--- src/rtl/sram_like_arbiter_pkg.sv ---
// Shared types for the SRAM-like arbiter: the CPU data word plus the FSM state and owner enums.
package cpu_core_params;
    typedef logic [31:0] cpu_data_t;
endpackage

package sram_like_arbiter_params;
    typedef enum logic [1:0] {ST_IDLE, ST_ADDR, ST_DATA} state_t;
    typedef enum logic {OWN_INST, OWN_DATA} owner_t;
endpackage

--- src/rtl/sram_like_arbiter_grant.sv ---
// Combinational grant selection between the instruction and data requesters.
// SRAM_LIKE_ARBITER_ROUND_ROBIN_EN: when both request, the one not served last wins; otherwise data wins.
module sram_like_arbiter_grant
    import sram_like_arbiter_params::*;
(
    input  logic   inst_req,
    input  logic   data_req,
    input  owner_t last_served,
    output owner_t grant
);

`ifndef SRAM_LIKE_ARBITER_ROUND_ROBIN_EN
    logic unused_last;
    assign unused_last = (last_served == OWN_DATA);
`endif

    always_comb begin
        grant = OWN_INST;
        if (data_req && !inst_req) begin
            grant = OWN_DATA;
        end else if (data_req && inst_req) begin
`ifdef SRAM_LIKE_ARBITER_ROUND_ROBIN_EN
            grant = (last_served == OWN_DATA) ? OWN_INST : OWN_DATA;
`else
            grant = OWN_DATA;
`endif
        end
    end

endmodule

--- src/rtl/sram_like_arbiter.sv ---
// Shares one SRAM-like slave port between instruction and data requesters, one transaction in flight.
// SRAM_LIKE_ARBITER_ROUND_ROBIN_EN selects round-robin instead of fixed data priority.
module sram_like_arbiter
    import cpu_core_params::*;
    import sram_like_arbiter_params::*;
(
    input  logic       clock,
    input  logic       reset_,

    input  logic       instruction_ram_request,
    input  logic       instruction_ram_write,
    input  logic [1:0] instruction_ram_size,
    input  cpu_data_t  instruction_ram_address,
    input  cpu_data_t  instruction_ram_write_data,
    input  logic [3:0] instruction_ram_write_strobe,
    output cpu_data_t  instruction_ram_read_data,
    output logic       instruction_ram_address_ready,
    output logic       instruction_ram_data_ready,

    input  logic       data_ram_request,
    input  logic       data_ram_write,
    input  logic [1:0] data_ram_size,
    input  cpu_data_t  data_ram_address,
    input  cpu_data_t  data_ram_write_data,
    input  logic [3:0] data_ram_write_strobe,
    output cpu_data_t  data_ram_read_data,
    output logic       data_ram_address_ready,
    output logic       data_ram_data_ready,

    output logic       memory_request,
    output logic       memory_write,
    output logic [1:0] memory_size,
    output cpu_data_t  memory_address,
    output cpu_data_t  memory_write_data,
    output logic [3:0] memory_write_strobe,
    input  cpu_data_t  memory_read_data,
    input  logic       memory_address_ready,
    input  logic       memory_data_ready
);

    state_t state_q, state_d;
    owner_t owner_q, owner_d;
    owner_t last_q;
    owner_t grant;
    owner_t sel;
    logic   sel_req;
    logic   req_int;
    logic   data_done;

`ifdef SRAM_LIKE_ARBITER_ROUND_ROBIN_EN
    owner_t last_d;

    always_ff @(posedge clock or negedge reset_) begin
        if (!reset_) last_q <= OWN_INST;
        else         last_q <= last_d;
    end

    always_comb begin
        last_d = last_q;
        if (data_done) last_d = owner_q;
    end
`else
    assign last_q = OWN_INST;
`endif

    sram_like_arbiter_grant u_grant (
        .inst_req    (instruction_ram_request),
        .data_req    (data_ram_request),
        .last_served (last_q),
        .grant       (grant)
    );

    // In IDLE the fresh grant steers the port; afterwards the registered owner holds it.
    assign sel       = (state_q == ST_IDLE) ? grant : owner_q;
    assign sel_req   = (sel == OWN_DATA) ? data_ram_request : instruction_ram_request;
    assign req_int   = reset_ && (state_q != ST_DATA) && sel_req;
    assign data_done = (state_q == ST_DATA) && memory_data_ready;

    always_comb begin
        memory_request      = req_int;
        memory_write        = instruction_ram_write;
        memory_size         = instruction_ram_size;
        memory_address      = instruction_ram_address;
        memory_write_data   = instruction_ram_write_data;
        memory_write_strobe = instruction_ram_write_strobe;
        if (sel == OWN_DATA) begin
            memory_write        = data_ram_write;
            memory_size         = data_ram_size;
            memory_address      = data_ram_address;
            memory_write_data   = data_ram_write_data;
            memory_write_strobe = data_ram_write_strobe;
        end
    end

    assign instruction_ram_address_ready = req_int && memory_address_ready && (sel == OWN_INST);
    assign data_ram_address_ready        = req_int && memory_address_ready && (sel == OWN_DATA);
    assign instruction_ram_data_ready    = reset_ && data_done && (owner_q == OWN_INST);
    assign data_ram_data_ready           = reset_ && data_done && (owner_q == OWN_DATA);
    assign instruction_ram_read_data     = memory_read_data;
    assign data_ram_read_data            = memory_read_data;

    always_comb begin
        state_d = state_q;
        owner_d = owner_q;
        case (state_q)
            ST_IDLE: begin
                if (instruction_ram_request || data_ram_request) begin
                    owner_d = grant;
                    state_d = memory_address_ready ? ST_DATA : ST_ADDR;
                end
            end
            ST_ADDR: begin
                if (!sel_req)                  state_d = ST_IDLE;
                else if (memory_address_ready) state_d = ST_DATA;
            end
            ST_DATA: begin
                if (memory_data_ready) state_d = ST_IDLE;
            end
            default: state_d = ST_IDLE;
        endcase
    end

    always_ff @(posedge clock or negedge reset_) begin
        if (!reset_) begin
            state_q <= ST_IDLE;
            owner_q <= OWN_INST;
        end else begin
            state_q <= state_d;
            owner_q <= owner_d;
        end
    end

endmodule

--- config.mk ---
export PLATFORM = sky130hd
export DESIGN_NAME = sram_like_arbiter
export DESIGN_NICKNAME = d
export VERILOG_FILES = /design/src/rtl/sram_like_arbiter_pkg.sv /design/src/rtl/sram_like_arbiter_grant.sv /design/src/rtl/sram_like_arbiter.sv
export SDC_FILE = /design/constraint.sdc
export NUM_CORES = 1
export LEC_CHECK = 0
export BUFFER_PORTS_ARGS = -buffer_cell sky130_fd_sc_hd__buf_2
export CORE_AREA = 2 2 124 126
export CTS_BUF_LIST = sky130_fd_sc_hd__clkbuf_8
export CTS_CLUSTER_SIZE = 10
export DETAILED_ROUTE_END_ITERATION = 8
export DIE_AREA = 0 0 126 128
export SLEW_MARGIN = 20
export SYNTH_ARGS = -nofsm -noshare
export SYNTH_HDL_FRONTEND = slang
export SYNTH_HIERARCHICAL = 1
export SYNTH_SLANG_ARGS = --single-unit
export TNS_END_PERCENT = 5
--- constraint.sdc ---
create_clock -name clock -period 3.02 [get_ports clock]
set_input_delay 0.453 -clock clock [delete_from_list [all_inputs] [get_ports clock]]
set_output_delay 0.453 -clock clock [all_outputs]
set_load 0.01 [all_outputs]
# == After elaboration in Yosys (flattened, before gate mapping) ==
# Index checks and enable logic that the tools add are counted.
# Widths: inputs -> output; s select.
# word_totals
ff_bits,3
out_inout_bits,140
word_cells,41
# classes
n_eq_ne,6
n_mux,15
bitwise,2
reduce_logical,16
# ops
op,count
$mux 32,2
$mux 2,6
$logic_and 1x1->1,11
$pmux 2 s3,1
$mux 1,5
$mux 4,1
$ne 2x2->1 const B,2
$ne 3x3->1 const B,1
$reduce_and 3->1,1
$eq 2x1->1 const B,1
$eq 2x2->1 const B,1
$logic_not 2->1,1
$ne 2x1->1 const B,1
$not 1->1,2
$reduce_and 2->1,1
$logic_not 1->1,1
$logic_or 1x1->1,1

# == Depth between registers and ports, before layout ==
# depth
depth_word,8
depth_mapped,5

# == Hierarchy ==
# The synthesis kept the hierarchy.
# modules_own_cells
module,n_inst,cells_per_inst,area_each_um2,seq_area_each_um2
sram_like_arbiter,1,166,1570.3,75.1
sram_like_arbiter_grant,1,1,3.8,0.0

# == Worst setup path after synthesis ==
# OpenSTA, ideal clock, no wires.
# synth_timing
path_kind,reg-to-output
start,register state_q[0]
end,output memory_address[10]
t_arrival_ns,1.462
slack_ns,1.105
stages_incl_launch_ff,6
n_path_buf,2
path_cell_list,dfrtp_1 nor2_1 mux2i_1 buf_4 buf_6 mux2_1
# synth_via
elab_chain_len,3
# synth_rtl
element,line,rtl
from (decl),sram_like_arbiter.sv:41,"state_t state_q, state_d;"
from (signal assigned),sram_like_arbiter.sv:128,state_q <= state_d;
$logic_not 2->1,sram_like_arbiter.sv:74,assign sel = (state_q == ST_IDLE) ? grant : owner_q;
$mux 1,sram_like_arbiter.sv:74,
$mux 32,sram_like_arbiter.sv:86,if (sel == OWN_DATA) begin
to (decl),sram_like_arbiter.sv:33,"output cpu_data_t memory_address,"
# Every way passes these cells.

# == Final worst setup path ==
# layout_timing
start,register state_q[0]
end,output memory_write_strobe[1]
# layout_via
elab_chain_len,3
# layout_rtl
element,line,rtl
$logic_not 2->1,sram_like_arbiter.sv:74,
$mux 1,sram_like_arbiter.sv:74,
$mux 4,sram_like_arbiter.sv:86,
to (decl),sram_like_arbiter.sv:35,"output logic [3:0] memory_write_strobe,"
# Every way passes these cells.

==> flow_summary.ini <==
[outcome]
status = completed

[clock_tree]
cts_tree = done
cts_hold_buf = 0
post_cts_resized = 0
clk_latency_ps = 220
cts_sinks = 3
clk_pin_slew_ps = 30
htreeDepth = 1
cts_buffers = 3
cts_root_buf = clkbuf_8
cts_buffer_depth = 2
postCtsSetupBuffers = 0

[global_routing]
grt_pass1_vias = 1646
grt_first_pass_wirelength_um = 9397
antenna_found_initial = 0
gr-usage-all-layers = 0.07380
grt_overflow = 0
grt_start_max_net_pins = 75

[critical_path]
criticalPathCategory = reg -> out
cp_cell_sequence = nor2_1 -> mux2i_4 -> buf_12 -> mux2_1 -> buf_2
cp.arrival_ps = 2080
reg2reg_to = owner_q
r2r_cells = 3
cp_data_required_time_ps = 2570
crit_fanout = 74
cp_slowest_cell = dfrtp_1
end_kind = primary output
crit_path_start_kind = register
r2r_slack_ps = 1890
slowest_delay_ps = 410
rr_startpoint = state_q[1]

[timing]
tightestPinTransition_ps = 401.2
rsz0062_at_grt = false
finalSetupViolCount = 0
max_freq_ghz = 0.3946
fin_setup_tns_ps = 0
max-slew-margin-rel = 0.7325
timing.final.ws_setup_ps = 485.6
report.final.hold_viol_count = 0
slew_viol_final = 0
fin_crit_ps = 2534
holdWs_ps = 46.59
skew_ps = 0.2470
post-route-period-util = 0.8392

[pwr]
powerDensity_mw_per_mm2 = 405.0
ir_drop_mv = 0.5617
total_power_uw = 986.0
p_leak_uw = 0.001303

[synth]
synth.avg_cell_area_um2 = 9.459
mappedNetlistArea_mm2 = 0.001570
syn-num-nets = 346
syn_inst = 166
yosys_warnings = 6

[finish]
layout_common_cells = 223 x buf_2, 61 x mux2_1, 11 x mux2_2
seqCellArea_um2 = 75.07
fin_nets = 502
multiInputGateArea_um2 = 943.4
fillCellCount = 1685
num_antenna_cells = 0
layout_commonest_cell = buf_2
syn_to_final_growth_pct = 55.06
drive_gt1_frac = 0.7445

[floorplan]
dieArea_mm2 = 0.01613
start_util = 0.1056
coreArea_mm2 = 0.01486
dieHeight_um = 128
rows = 45
ios = 320
die_w_um = 126

[min_path]
min_path_type = in -> async

[placement]
dp_hpwl_um = 6183
portBuffers = 223
place.gp.congestion = 0.8044
preCtsSetupSlack_ps = 680.5

[route]
dr.pass1.iters = 3
viasPerCell = 3.375
drtAntennaViolNets = 0
wl_per_cell_um = 13.63
drt_iter0_drc = 49
drt-total-wl_um = 6940
drc = 0
vias = 1718

[run]
drv_cap = 0
==> state kept, by name (all words and copies together) (netlist names) <==
name and cells:
owner_q 1, state_q 2
==> final cells by class <==
cell class                      instances  area share
Sequential cell                         3     0.03083
Clock buffer                            3     0.01696
Timing Repair Buffer                  224      0.4666
Multi-Input combinational cell         90      0.3875
Clock inverter                          1    0.001542
Tap cell                              188     0.09661
==> worst max-delay path by stage <==
stage | slack, ps | depth (start not counted) | from | end
3_5_place_dp | 680 | 5 | state_q[0] | memory_address[9]
6_report | 490 | 5 | state_q[0] | memory_write_strobe[1]
2_1_floorplan | 1100 | 5 | state_q[0] | memory_address[10]
4_1_cts | 450 | 5 | state_q[0] | memory_address[9]
5_1_grt | 380 | 5 | state_q[0] | memory_address[9]
3_3_place_gp | 690 | 5 | state_q[0] | memory_address[9]
==> worst max-delay path, delay by kind of cell, from the launching register on <==
kind | cells | cell delay, ps
buffers and inverters | 2 | 520
DFF | 1 | 410
muxes | 2 | 660
and+or+nand+nor | 1 | 230
==> stage by stage <==
stage	cell area (um^2)	instances	util
2_1_floorplan	1570	166	-
3_3_place_gp	2390	505	0.1608
3_5_place_dp	2390	505	0.1608
4_1_cts	2435	509	0.1638
5_1_grt	2435	509	0.1638
6_report	2435	509	0.1638
==> power breakdown <==
| part | switching, uW | internal [uW] | leakage (uW) |
|---|---|---|---|
| clock | 26.8 | 86.5 | 0.0000269 |
| combinational | 404 | 407 | 0.00124 |
| sequential | 12.1 | 49.3 | 0.0000372 |
| total | 443 | 543 | 0.00130 |
==> layer usage <==
metal  wire length, um  global-route usage  vias up
met5                 0                   0        -
met4                22             0.01099        0
met3               908             0.02963        4
met2              3164              0.1173      146
met1              2845             0.09627      743
li1                  -                   -      825
No activity file was read; power rests on OpenSTA's default activity.
